$ cat src/rtl/fetch_pkg.sv
// Shared types and constants for the instruction fetch/align path.
`timescale 1ns/1ps
package fetch_pkg;

    typedef enum logic [1:0] {
        S_FETCH,
        S_WAIT,
        S_DRAIN
    } state_e;

    typedef logic [15:0] halfword_t;

    localparam logic [1:0]  OPC_QUAD_32 = 2'b11;
    localparam logic [31:0] PC_STEP_C   = 32'd2;
    localparam logic [31:0] PC_STEP_W   = 32'd4;

    function automatic logic hw_is_compressed(input halfword_t hw);
        return hw[1:0] != OPC_QUAD_32;
    endfunction

endpackage

$ cat src/rtl/fetch_hw_buffer.sv
// Three-entry halfword shift register; entry 0 is the oldest halfword.
`timescale 1ns/1ps
module fetch_hw_buffer
    import fetch_pkg::*;
(
    input  logic        clk,
    input  logic        rst_n,
    input  logic        flush,
    input  logic [1:0]  push_cnt,
    input  logic [15:0] push_lo,
    input  logic [15:0] push_hi,
    input  logic [1:0]  pop_cnt,
    output logic [15:0] hw0,
    output logic [15:0] hw1,
    output logic [1:0]  cnt
);

    halfword_t [2:0] buf_q, buf_d;
    logic [1:0]      cnt_q, cnt_d;
    logic [1:0]      cnt_pop;

    // Pop happens before push so a full-rate stream never needs a fourth slot.
    always_comb begin
        buf_d = buf_q;
        case (pop_cnt)
            2'd1: begin
                buf_d[0] = buf_q[1];
                buf_d[1] = buf_q[2];
            end
            2'd2: buf_d[0] = buf_q[2];
            default: ;
        endcase
        cnt_pop = cnt_q - pop_cnt;
        for (int i = 0; i < 3; i++) begin
            if (push_cnt != 2'd0 && 2'(i) == cnt_pop) begin
                buf_d[i] = push_lo;
            end
            if (push_cnt == 2'd2 && 3'(i) == {1'b0, cnt_pop} + 3'd1) begin
                buf_d[i] = push_hi;
            end
        end
        cnt_d = flush ? 2'd0 : cnt_pop + push_cnt;
    end

    always_ff @(posedge clk or negedge rst_n) begin
        if (!rst_n) begin
            buf_q <= '0;
            cnt_q <= 2'd0;
        end else begin
            buf_q <= buf_d;
            cnt_q <= cnt_d;
        end
    end

    assign hw0 = buf_q[0];
    assign hw1 = buf_q[1];
    assign cnt = cnt_q;

endmodule

$ cat src/rtl/fetch_align_unit.sv
// Fetches aligned words and presents a stream of 16/32-bit instructions with PC.
`timescale 1ns/1ps
module fetch_align_unit
    import fetch_pkg::*;
#(
    parameter logic [31:0] RESET_PC = 32'h0000_0000
) (
    input  logic        clk,
    input  logic        rst_n,
    input  logic        redirect_valid,
    input  logic [31:0] redirect_pc,
    output logic        imem_req,
    output logic [31:0] imem_addr,
    input  logic        imem_rvalid,
    input  logic [31:0] imem_rdata,
    output logic        instr_valid,
    input  logic        instr_ready,
    output logic [31:0] instr_raw,
    output logic [31:0] instr_pc,
    output logic        instr_is_compressed
);

    localparam logic [31:0] RESET_PC_H = RESET_PC & 32'hFFFF_FFFE;
    localparam logic [31:0] RESET_FA   = RESET_PC & 32'hFFFF_FFFC;

    state_e      state_q;
    logic [31:0] fetch_addr_q;
    logic [31:0] pc_q;
    logic        skip_low_q;
    logic        req_q;

    logic [15:0] hw0, hw1;
    logic [1:0]  cnt;
    logic        hw0_c;
    logic        fire;
    logic        got_word;
    logic [1:0]  push_cnt;
    logic [1:0]  pop_cnt;
    logic [15:0] push_lo;

    always_comb begin
        hw0_c       = hw_is_compressed(hw0);
        instr_valid = (cnt >= 2'd1 && hw0_c) || (cnt >= 2'd2 && !hw0_c);
        fire        = instr_valid && instr_ready;
        pop_cnt     = fire ? (hw0_c ? 2'd1 : 2'd2) : 2'd0;
        // A response landing in a redirect cycle belongs to the old path.
        got_word    = (state_q == S_WAIT) && imem_rvalid && !redirect_valid;
        push_cnt    = got_word ? (skip_low_q ? 2'd1 : 2'd2) : 2'd0;
        push_lo     = skip_low_q ? imem_rdata[31:16] : imem_rdata[15:0];
    end

    fetch_hw_buffer u_buf (
        .clk      (clk),
        .rst_n    (rst_n),
        .flush    (redirect_valid),
        .push_cnt (push_cnt),
        .push_lo  (push_lo),
        .push_hi  (imem_rdata[31:16]),
        .pop_cnt  (pop_cnt),
        .hw0      (hw0),
        .hw1      (hw1),
        .cnt      (cnt)
    );

    always_ff @(posedge clk or negedge rst_n) begin
        if (!rst_n) begin
            state_q      <= S_FETCH;
            fetch_addr_q <= RESET_FA;
            pc_q         <= RESET_PC_H;
            skip_low_q   <= RESET_PC[1];
            req_q        <= 1'b0;
        end else begin
            req_q <= 1'b0;
            if (fire) begin
                pc_q <= pc_q + (hw0_c ? PC_STEP_C : PC_STEP_W);
            end
            if (redirect_valid) begin
                pc_q         <= redirect_pc & 32'hFFFF_FFFE;
                fetch_addr_q <= redirect_pc & 32'hFFFF_FFFC;
                skip_low_q   <= redirect_pc[1];
                // Still owed a response: swallow it before fetching the new path.
                if ((state_q == S_WAIT || state_q == S_DRAIN) && !imem_rvalid) begin
                    state_q <= S_DRAIN;
                end else begin
                    state_q <= S_FETCH;
                end
            end else begin
                case (state_q)
                    S_FETCH: begin
                        if (cnt <= 2'd1) begin
                            req_q   <= 1'b1;
                            state_q <= S_WAIT;
                        end
                    end
                    S_WAIT: begin
                        if (imem_rvalid) begin
                            fetch_addr_q <= fetch_addr_q + 32'd4;
                            skip_low_q   <= 1'b0;
                            state_q      <= S_FETCH;
                        end
                    end
                    S_DRAIN: begin
                        if (imem_rvalid) begin
                            state_q <= S_FETCH;
                        end
                    end
                    default: state_q <= S_FETCH;
                endcase
            end
        end
    end

    assign imem_req            = req_q;
    assign imem_addr           = fetch_addr_q;
    assign instr_pc            = pc_q;
    assign instr_is_compressed = hw0_c;
    assign instr_raw           = hw0_c ? {16'h0000, hw0} : {hw1, hw0};

endmodule
$ cat config.mk
export PLATFORM = sky130hd
export DESIGN_NAME = fetch_align_unit
export DESIGN_NICKNAME = d
export VERILOG_FILES = /design/src/rtl/fetch_pkg.sv /design/src/rtl/fetch_hw_buffer.sv /design/src/rtl/fetch_align_unit.sv
export SDC_FILE = /design/constraint.sdc
export NUM_CORES = 1
export LEC_CHECK = 0
export BUFFER_PORTS_ARGS = -buffer_cell sky130_fd_sc_hd__buf_2
export CAP_MARGIN = 40
export CORE_AREA = 2 2 138 140
export CTS_CLUSTER_DIAMETER = 200
export DETAILED_ROUTE_END_ITERATION = 12
export DIE_AREA = 0 0 140 142
export HOLD_SLACK_MARGIN = 0.06
export PLACE_DENSITY = 0.64
export SLEW_MARGIN = 5
export SYNTH_ARGS = -nofsm -noshare
export SYNTH_HDL_FRONTEND = slang
export SYNTH_SLANG_ARGS = --single-unit
$ cat constraint.sdc
create_clock -name clk -period 9.59 [get_ports clk]
set_clock_uncertainty 0.1 [all_clocks]
set_input_delay 1.918 -clock clk [delete_from_list [all_inputs] [get_ports clk]]
set_output_delay 1.918 -clock clk [all_outputs]
set_load 0.02 [all_outputs]
After elaboration in Yosys (flattened, before gate mapping)
Cells that the tools add are included.
{"block": "totals", "reg_bits": 118, "input_bits": 69}
{"block": "op_classes", "reduce_logical": 30, "add_sub_neg": 5, "muxes": 32, "order_cmp": 3, "n_eq_ne": 12}
{"operator": "$mux 32", "n": 6}
{"operator": "$mux 16", "n": 8}
{"operator": "$add 32x3->32", "n": 1}
{"operator": "$add 32x3->32 const B", "n": 1}
{"operator": "$pmux 16 s2", "n": 1}
{"operator": "$mux 2", "n": 9}
{"operator": "$logic_and 1x1->1", "n": 12}
{"operator": "$reduce_bool 2->1", "n": 5}
{"operator": "$eq 2x2->1 const B", "n": 3}
{"operator": "$mux 1", "n": 6}
{"operator": "$eq 2x1->1 const B", "n": 2}
{"operator": "$logic_not 2->1", "n": 2}
{"operator": "$pmux 2 s2", "n": 1}
{"operator": "$reduce_and 2->1", "n": 2}
{"operator": "$reduce_bool 4->1", "n": 1}
{"operator": "$add 2x1->3 const B", "n": 1}
{"operator": "$eq 1x3->1 const A", "n": 1}
{"operator": "$eq 2x3->1 const A", "n": 1}
{"operator": "$logic_not 1->1", "n": 3}
{"operator": "$logic_not 3->1", "n": 1}
{"operator": "$mux 3", "n": 1}
{"operator": "$ne 3x1->1 const B", "n": 1}
{"operator": "$ne 3x3->1 const B", "n": 1}
{"operator": "$reduce_bool 3->1", "n": 1}
{"operator": "10 further kinds", "n": 11}

Logic depth before layout (Yosys ltp)
Gate-level depths: netlist of run 1.
{"block": "depth", "depth_word": 11, "depth_mapped": 14, "mapped_depth_nobuf": 10}

Hierarchy
From an unflattened synthesis of run 1, not the netlist that was laid out.
{"block": "unflattened", "cells_unflattened": 742, "hier_area_um2": 7179.4}
{"mod": "fetch_align_unit", "n_inst": 1, "seq_area_each_um2": 1626.6, "area_each_um2": 4065.1, "cells_each": 408}
{"mod": "fetch_hw_buffer", "n_inst": 1, "seq_area_each_um2": 1251.2, "area_each_um2": 3114.2, "cells_each": 334}

Worst setup path after synthesis of run 1
No wires, ideal clock.
{"block": "synth_timing", "path_kind": "input -> register", "startpoint": "in instr_ready", "endpoint": "reg u_buf.buf_q (netlist bit u_buf.hw1[10])", "required_time_ns": 9.344, "cell_stages": 11, "arrival_ns": 3.932, "setup_slack_ns": 5.412, "setup_ns": 0.146, "path_cell_list": "o21ai_0 nand2b_1 buf_2 inv_2 ha_1 and4_1 a2111oi_4 nand2b_1 buf_2 a211oi_1 a221oi_1"}
{"block": "synth_via", "elab_chain_cells": 7}
{"item": "start: declaration", "line": "fetch_align_unit.sv:17", "text": "input logic instr_ready,"}
{"item": "$logic_and 1x1->1 *", "line": "fetch_align_unit.sv:44", "text": "fire = instr_valid && instr_ready;"}
{"item": "$mux 2 *", "line": "fetch_align_unit.sv:45", "text": "pop_cnt = fire ? (hw0_c ? 2'd1 : 2'd2) : 2'd0;"}
{"item": "$sub 2x2->2", "line": "fetch_hw_buffer.sv:33", "text": "cnt_pop = cnt_q - pop_cnt;"}
{"item": "$add 2x1->3 or $eq 1x2->1 (tied branches)", "line": "fetch_hw_buffer.sv:38, fetch_hw_buffer.sv:35"}
{"item": "$eq 1x3->1 or $logic_and 1x1->1 (tied branches)", "line": "fetch_hw_buffer.sv:38, fetch_hw_buffer.sv:35"}
{"item": "$logic_and 1x1->1 or $mux 16 (tied branches)", "line": "fetch_hw_buffer.sv:38, fetch_hw_buffer.sv:35"}
{"item": "$reduce_bool 3->1 (no source line) or $mux 16 (tied branches)"}
{"item": "end signal: assignment", "line": "fetch_hw_buffer.sv:50", "text": "buf_q <= buf_d;"}
{"item": "end: declaration", "line": "fetch_hw_buffer.sv:18", "text": "halfword_t [2:0] buf_q, buf_d;"}
Mark *: on every way between the ends. The rest lies on a longest branch, timed or not.
A chain may end at the register's enable or synchronous reset.

Worst setup path after layout of run 1
{"block": "layout_timing", "startpoint": "in instr_ready", "endpoint": "reg u_buf.buf_q[37] (netlist bit)"}
{"block": "layout_via", "elab_chain_cells": 7}
{"item": "$logic_and 1x1->1 *", "line": "fetch_align_unit.sv:44"}
{"item": "$mux 2 *", "line": "fetch_align_unit.sv:45"}
{"item": "$sub 2x2->2 *", "line": "fetch_hw_buffer.sv:33"}
{"item": "$add 2x1->3", "line": "fetch_hw_buffer.sv:38", "text": "if (push_cnt == 2'd2 && 3'(i) == {1'b0, cnt_pop} + 3'd1) begin"}
{"item": "$eq 2x3->1", "line": "fetch_hw_buffer.sv:38"}
{"item": "$logic_and 1x1->1", "line": "fetch_hw_buffer.sv:38"}
{"item": "$mux 16 or $reduce_bool 2->1 (tied branches)"}
Marks and branches as above.

==> results of run 1 <==
metal layers:
metal	up-vias	track usage	part of all wire	wire length [um]
met5	-	0	0	0
met3	25	0.04408	0.066	1473
met4	0	0.05742	0.013	301
li1	3210	-	-	-
met2	261	0.3614	0.46	10320
met1	3344	0.3147	0.46	10320
synthesized netlist by cell type, types with 3 or more instances:
cell type / n
dfrtp_1: 115
nand2_1: 88
a22o_1: 15
xor2_1: 18
xnor2_1: 36
mux2_2: 21
nor2_1: 58
nor2b_1: 19
inv_1: 13
nor4_1: 12
clkbuf_1: 38
and2_1: 6
or2_2: 5
or3_1: 4
nand4_1: 15
buf_4: 23
a21boi_0: 10
o211ai_1: 15
o21ai_0: 22
o21a_1: 3
a211oi_1: 15
o22ai_1: 20
a311oi_1: 15
a21boi_1: 5
mux2i_1: 36
ha_1: 6
a31oi_1: 5
and4_1: 4
buf_2: 9
nor3_1: 18
nand2b_1: 11
nand3_1: 36
buf_1: 6
a21oi_1: 25
and3_1: 27
a221oi_1: 15
flip-flops by register name, indices dropped and copies added, names as in the netlist:
register	cells
u_buf.hw1	16
u_buf.hw0	16
u_buf.buf_q	16
u_buf.cnt	2
instr_pc	31
skip_low_q	1
imem_req	1
imem_addr	30
state_q	2
cells in the final DEF (no fill, tap or decap), types with 17 or more instances in the layout:
master	instances
mux2_2	21
o21ai_0	22
nor3_1	18
nand3_1	36
nand2_1	88
and3_1	27
xnor2_1	36
mux2i_1	36
dfrtp_1	114
nor2_1	58
nor2b_1	19
xor2_1	18
o22ai_1	20
a21oi_1	25
buf_2	162
clkbuf_16	17
cell type report:
cell class / instances / share of cell area
Inverter: 15 / 0.006355
Clock inverter: 14 / 0.02019
Tap cell: 234 / 0.03305
Timing Repair Buffer: 177 / 0.1082
Sequential cell: 115 / 0.3250
Multi-Input combinational cell: 615 / 0.4577
Clock buffer: 18 / 0.04957
where the power goes:
part / total (W) / internal [W] / switching (W)
registers: 0.000746 / 0.000612 / 0.000133
logic: 0.000941 / 0.000377 / 0.000565
clock network: 0.000666 / 0.000418 / 0.000247
through the flow:
stage	hold slack [ns]	setup WS, ns	util	total power [W]	cell area (um2)
floorplan	0.4064	5.412	-	0.001453	7370
global placement	0.4242	4.195	0.4435	0.001658	8184
detailed placement	0.4241	4.229	0.4466	0.001687	8242
CTS	0.4424	4.673	0.4801	0.002357	8860
global route	0.4832	4.331	0.4801	0.002496	8860
finish	0.4370	4.674	0.4801	0.002353	8860
logic make-up (layout without fill, tap and decap cells):
family	count (synthesis)	in the layout	synth area share
AO/OA/AOI/OAI	181	181	0.1781
XOR/XNOR	54	54	0.06424
adder cells (fa/ha/maj)	6	6	0.01020
buffers and inverters	91	224	0.05965
flip-flops	115	115	0.3909
multiplexers	57	57	0.08107
other	1	3	0.0005094
AND/OR/NAND/NOR	314	314	0.2153
worst max-delay path by stage:
stage / start / to / slack [ns] / cells past startpoint
after floorplan: instr_ready / u_buf.hw1[10] / 5.41 / 11
after global placement: u_buf.hw0[1] / u_buf.buf_q[38] / 4.19 / 12
after detailed placement: instr_ready / u_buf.buf_q[38] / 4.23 / 12
after CTS: instr_ready / u_buf.buf_q[37] / 4.67 / 12
after global routing: instr_ready / u_buf.buf_q[40] / 4.33 / 12
final: instr_ready / u_buf.buf_q[37] / 4.67 / 12
worst max-delay path: cells and delay by family:
kind | cells | cell delay (ns)
and+or+nand+nor | 3 | 0.40
buffers and inverters | 4 | 1.04
AOI/OAI and AO/OA | 3 | 0.84
xor gates and xnor gates | 1 | 0.21
adders and majority gates | 1 | 0.71
==> results.txt, run 1 <==
Routed Antenna Nets - 0
first drt pass iteration count - 10
Post-route DRC - 17
Cells on Worst Hold Path - 2
final worst path period share - 0.5127
die width - 140 um
fin cells - 1188
io pins - 168
status - finished, violations left
layout cells sized above 1 - 0.2610
CTS tree - yes
Num CTS Buffers - 17
Placeable Area - 0.01846 mm2
Layout Area Growth over Synthesis - 20.34%
Slowest-stage cell, CP - ha_2
Post-synth EDFFs - 0
Final min period - 4.916 ns
worst-margin pin slew - 0.8459 ns
Worst Reg-to-Reg Cells - 13
NumNets Final - 1016
via-per-instance ratio - 5.758
hold_buf cts - 0
CP max stage delay - 0.71 ns
post-CTS sizing - 0
largest net degree at the start of global routing - 75
initial antenna violation count - 0
Rel. slew slack - 0.4361
clk slew on worst S/H paths - 0.06 ns
Critical Path Most Common Cell - buf_4
final WL - 22410 um
routed len/inst - 18.86 um
unrepaired setup endpoints after global routing - no
post-route setup TNS - 0 ns
dpl hpwl - 15090 um
failing checks - DRC
vias in the first global route - 6379
CP required - 9.80 ns
# fillers - 1783
Worst setup SP type - primary input
clock root buffer - clkbuf_16
first-pass GRT wire length - 35350 um
element type at the critical path end - register
FP Rows - 50
YS warnings - 0
launch point of the worst reg-to-reg path - u_buf.hw0[1]
Max Clock Freq - 203.4 MHz
Max IR drop VDD - 0.1793 mV
reg-to-reg slack, setup - 4.80 ns
Mapped Cells - 819
Sink Count - 115
HP Start - u_buf.hw0[12]
P per Cell Area - 265.5 mW/mm2
die footprint - 0.01988 mm2
RD Place Congestion - 0.8182
Post-synth ARST share - 1.000
Arr. time, crit path - 5.13 ns
R2R Path End - u_buf.buf_q[37]
placed cells - 1156
Area contributors post-synth - dfrtp_1 39%, mux2i_1 4.9%, nand2_1 4.5%
Yosys cell types - 60
sequential share of the synthesized area - 0.3909
H-Tree Depth - 4
post-CTS setup buffers - 0
Max Slew Vio Count - 0
register area - 0.002879 mm2
Fin. Hold Viols - 0
Synth top area share - 0.3909
total global-route track usage - 0.2252
Hold Crit Class - reg2reg
crit path cell chain - buf_2 > o21ai_0 > nand2b_1 > buf_4 > inv_2 > ha_2 > buf_4 > xor2_1 > and3_1 > o21a_1 > nor2_1 > a311oi_1
WS Path Type - in2reg
clock tree buffer depth - 2
Synth area leader - dfrtp_1
Yosys reg bits - 115
port bufs - 163
initial DRC count - 512
Hold Path End - u_buf.hw0[12]
crit path max fanout - 36
total grt overflow - 0
setup violators final - 0
Max Cap Violations - 0
Main synth FF type - dfrtp_1
P_leak - 3.921 nW
Diodes inserted - 0
DR vias - 6840
synthesized area per cell - 8.989 um2
cell area after synthesis - 0.007362 mm2
Initial Util - 0.3989
multi-input combinational cell area - 0.004055 mm2
die height - 142 um
clk_lat worst skew - 0.42 ns
(Power assumes the default switching activity.)
==> inputs of run 2 (changes only) <==
==> constraint.sdc (replaced) <==
create_clock -name clk -period 4.9 [get_ports clk]
set_clock_uncertainty 0.1 [all_clocks]
set_input_delay 0.98 -clock clk [delete_from_list [all_inputs] [get_ports clk]]
set_output_delay 0.98 -clock clk [all_outputs]
set_load 0.02 [all_outputs]
==> results.txt, run 2 (synthesis results as in run 1) <==
NumNets Final - 1019 (was 1016)
Routed Antenna Nets - 0 (unchanged)
Max IR drop VDD - 0.3368 mV (was 0.1793 mV)
RD Place Congestion - 0.8216 (was 0.8182)
Placeable Area - 0.01846 mm2 (unchanged)
Sink Count - 115 (unchanged)
Num CTS Buffers - 17 (unchanged)
worst hold slack - 0.4087 ns (was 0.4370 ns)
largest net degree at the start of global routing - 45 (was 75)
P_leak - 3.956 nW (was 3.921 nW)
Rel. slew slack - 0.4660 (was 0.4361)
layout cells sized above 1 - 0.2602 (was 0.2610)
Max Cap Violations - 0 (unchanged)
DR vias - 6843 (was 6840)
Final min period - 3.392 ns
Max Clock Freq - 294.8 MHz
Arr. time, crit path - 3.53 ns (was 5.13 ns)
hold_buf cts - 0 (unchanged)
initial DRC count - 497 (was 512)
status - finished, violations left (unchanged)
worst-margin pin slew - 0.7937 ns (was 0.8459 ns)
routed len/inst - 18.77 um (was 18.86 um)
post-CTS setup buffers - 0 (unchanged)
io pins - 168 (unchanged)
WS Path Type - reg2reg (was in2reg)
vias in the first global route - 6635 (was 6379)
FP Rows - 50 (unchanged)
first drt pass iteration count - 11 (was 10)
Diodes inserted - 0 (unchanged)
port bufs - 163 (unchanged)
final worst path period share - 0.6922
total grt overflow - 0 (unchanged)
Worst setup SP type - register (was primary input)
element type at the critical path end - register (unchanged)
Post-route DRC - 17 (unchanged)
initial antenna violation count - 0 (unchanged)
die height - 142 um (unchanged)
H-Tree Depth - 4 (unchanged)
clk_lat worst skew - 0.42 ns (about the same)
Layout Area Growth over Synthesis - 21.07% (was 20.34%)
final design utilization - 0.4830 (was 0.4801)
multi-input combinational cell area - 0.004055 mm2 (unchanged)
Max Slew Vio Count - 0 (unchanged)
P per Cell Area - 518.7 mW/mm2 (was 265.5 mW/mm2)
CP required - 5.04 ns (was 9.80 ns)
final WL - 22360 um (was 22410 um)
Largest register FFs - 31 (unchanged)
die footprint - 0.01988 mm2 (unchanged)
unrepaired setup endpoints after global routing - no (unchanged)
crit path max fanout - 20 (was 36)
failing checks - DRC (unchanged)
die width - 140 um (unchanged)
Hold Crit Class - in2async (was reg2reg)
total global-route track usage - 0.2269 (was 0.2252)
via-per-instance ratio - 5.746 (was 5.758)
CTS tree - yes (unchanged)
commonest non-fill, non-tap cell in the layout - buf_2 (unchanged)
post-CTS sizing - 0 (unchanged)
# fillers - 1770 (was 1783)
Fin. Hold Viols - 0 (unchanged)
commonest non-fill, non-tap cells in the layout - 162 x buf_2, 114 x dfrtp_1, 88 x nand2_1 (unchanged)
dpl hpwl - 15460 um (was 15090 um)
clk slew on worst S/H paths - 0.06 ns (about the same)
post-route setup TNS - 0 ns (unchanged)
register area - 0.002879 mm2 (unchanged)
Initial Util - 0.3989 (unchanged)
first-pass GRT wire length - 35770 um (was 35350 um)
clock tree buffer depth - 2 (unchanged)
fin cells - 1191 (was 1188)
clock root buffer - clkbuf_16 (unchanged)
placed cells - 1159 (was 1156)
setup violators final - 0 (unchanged)
-- run 2: cell count changes in the layout (fill, tap and decap cells not counted), sizes merged --
cell,delta
clkbuf,+4
inv,-2
buf,+3
bufinv,+1
clkinv,-2
clkinvlp,-1
-- run 2: critical path, cell delays in order, from the launching register on --
cell       delay, ns
dfrtp_1         0.36
and2_1          0.17
inv_2           0.36
nand2b_1        0.16
inv_2           0.13
ha_2            0.22
nor2b_1         0.11
a2111oi_4       0.35
buf_4           0.32
nand2b_1        0.46
a211oi_1        0.38
a221oi_1        0.09
-- run 2: where the power goes --
group | switching [W] | internal, W | leakage (nW)
clock network | 0.000437 | 0.000874 | 0.300
registers | 0.000242 | 0.00120 | 1.41
logic | 0.00112 | 0.000749 | 2.25
total | 0.00180 | 0.00282 | 3.96
-- run 2: stage by stage --
stage	setup slack (ns)	power, W	instance area, um2
after detailed placement	1.176	0.003311	8294
after global placement	0.9510	0.003262	8219
final	1.508	0.004623	8914
after global routing	1.224	0.004917	8914
after CTS	1.509	0.004635	8914
after floorplan	1.660	0.002844	7370
-- run 2: final cells by class --
cell class | instances | share of cell area
clock buffers | 22 | 0.05208
flip-flops and latches | 115 | 0.3230
well taps | 234 | 0.03285
inverters | 15 | 0.006317
multi-input cells | 615 | 0.4549
clock inverters | 10 | 0.01741
repair buffers | 180 | 0.1134
-- run 2: path summary, 6_finish.rpt --
kind | slack [ns] | start | endpoint | depth (start not counted)
min in group clk | 0.44 | u_buf.hw0[4] | u_buf.hw0[4] | 2
setup reg to reg | 1.51 | u_buf.hw0[0] | u_buf.hw1[0] | 11
hold / removal | 0.41 | rst_n | imem_addr[20] | 1
max in group asynchronous | 3.67 | rst_n | u_buf.buf_q[38] | 2
hold reg to reg | 0.44 | u_buf.hw0[4] | u_buf.hw0[4] | 2
setup / recovery | 1.51 | u_buf.hw0[0] | u_buf.hw1[0] | 11
-- run 2: routing by layer --
| layer | track usage | wire [um] |
|---|---|---|
| met3 | 0.04744 | 1516 |
| met5 | 0 | 0 |
| met2 | 0.3596 | 10340 |
| met1 | 0.3172 | 10140 |
| met4 | 0.06167 | 361 |
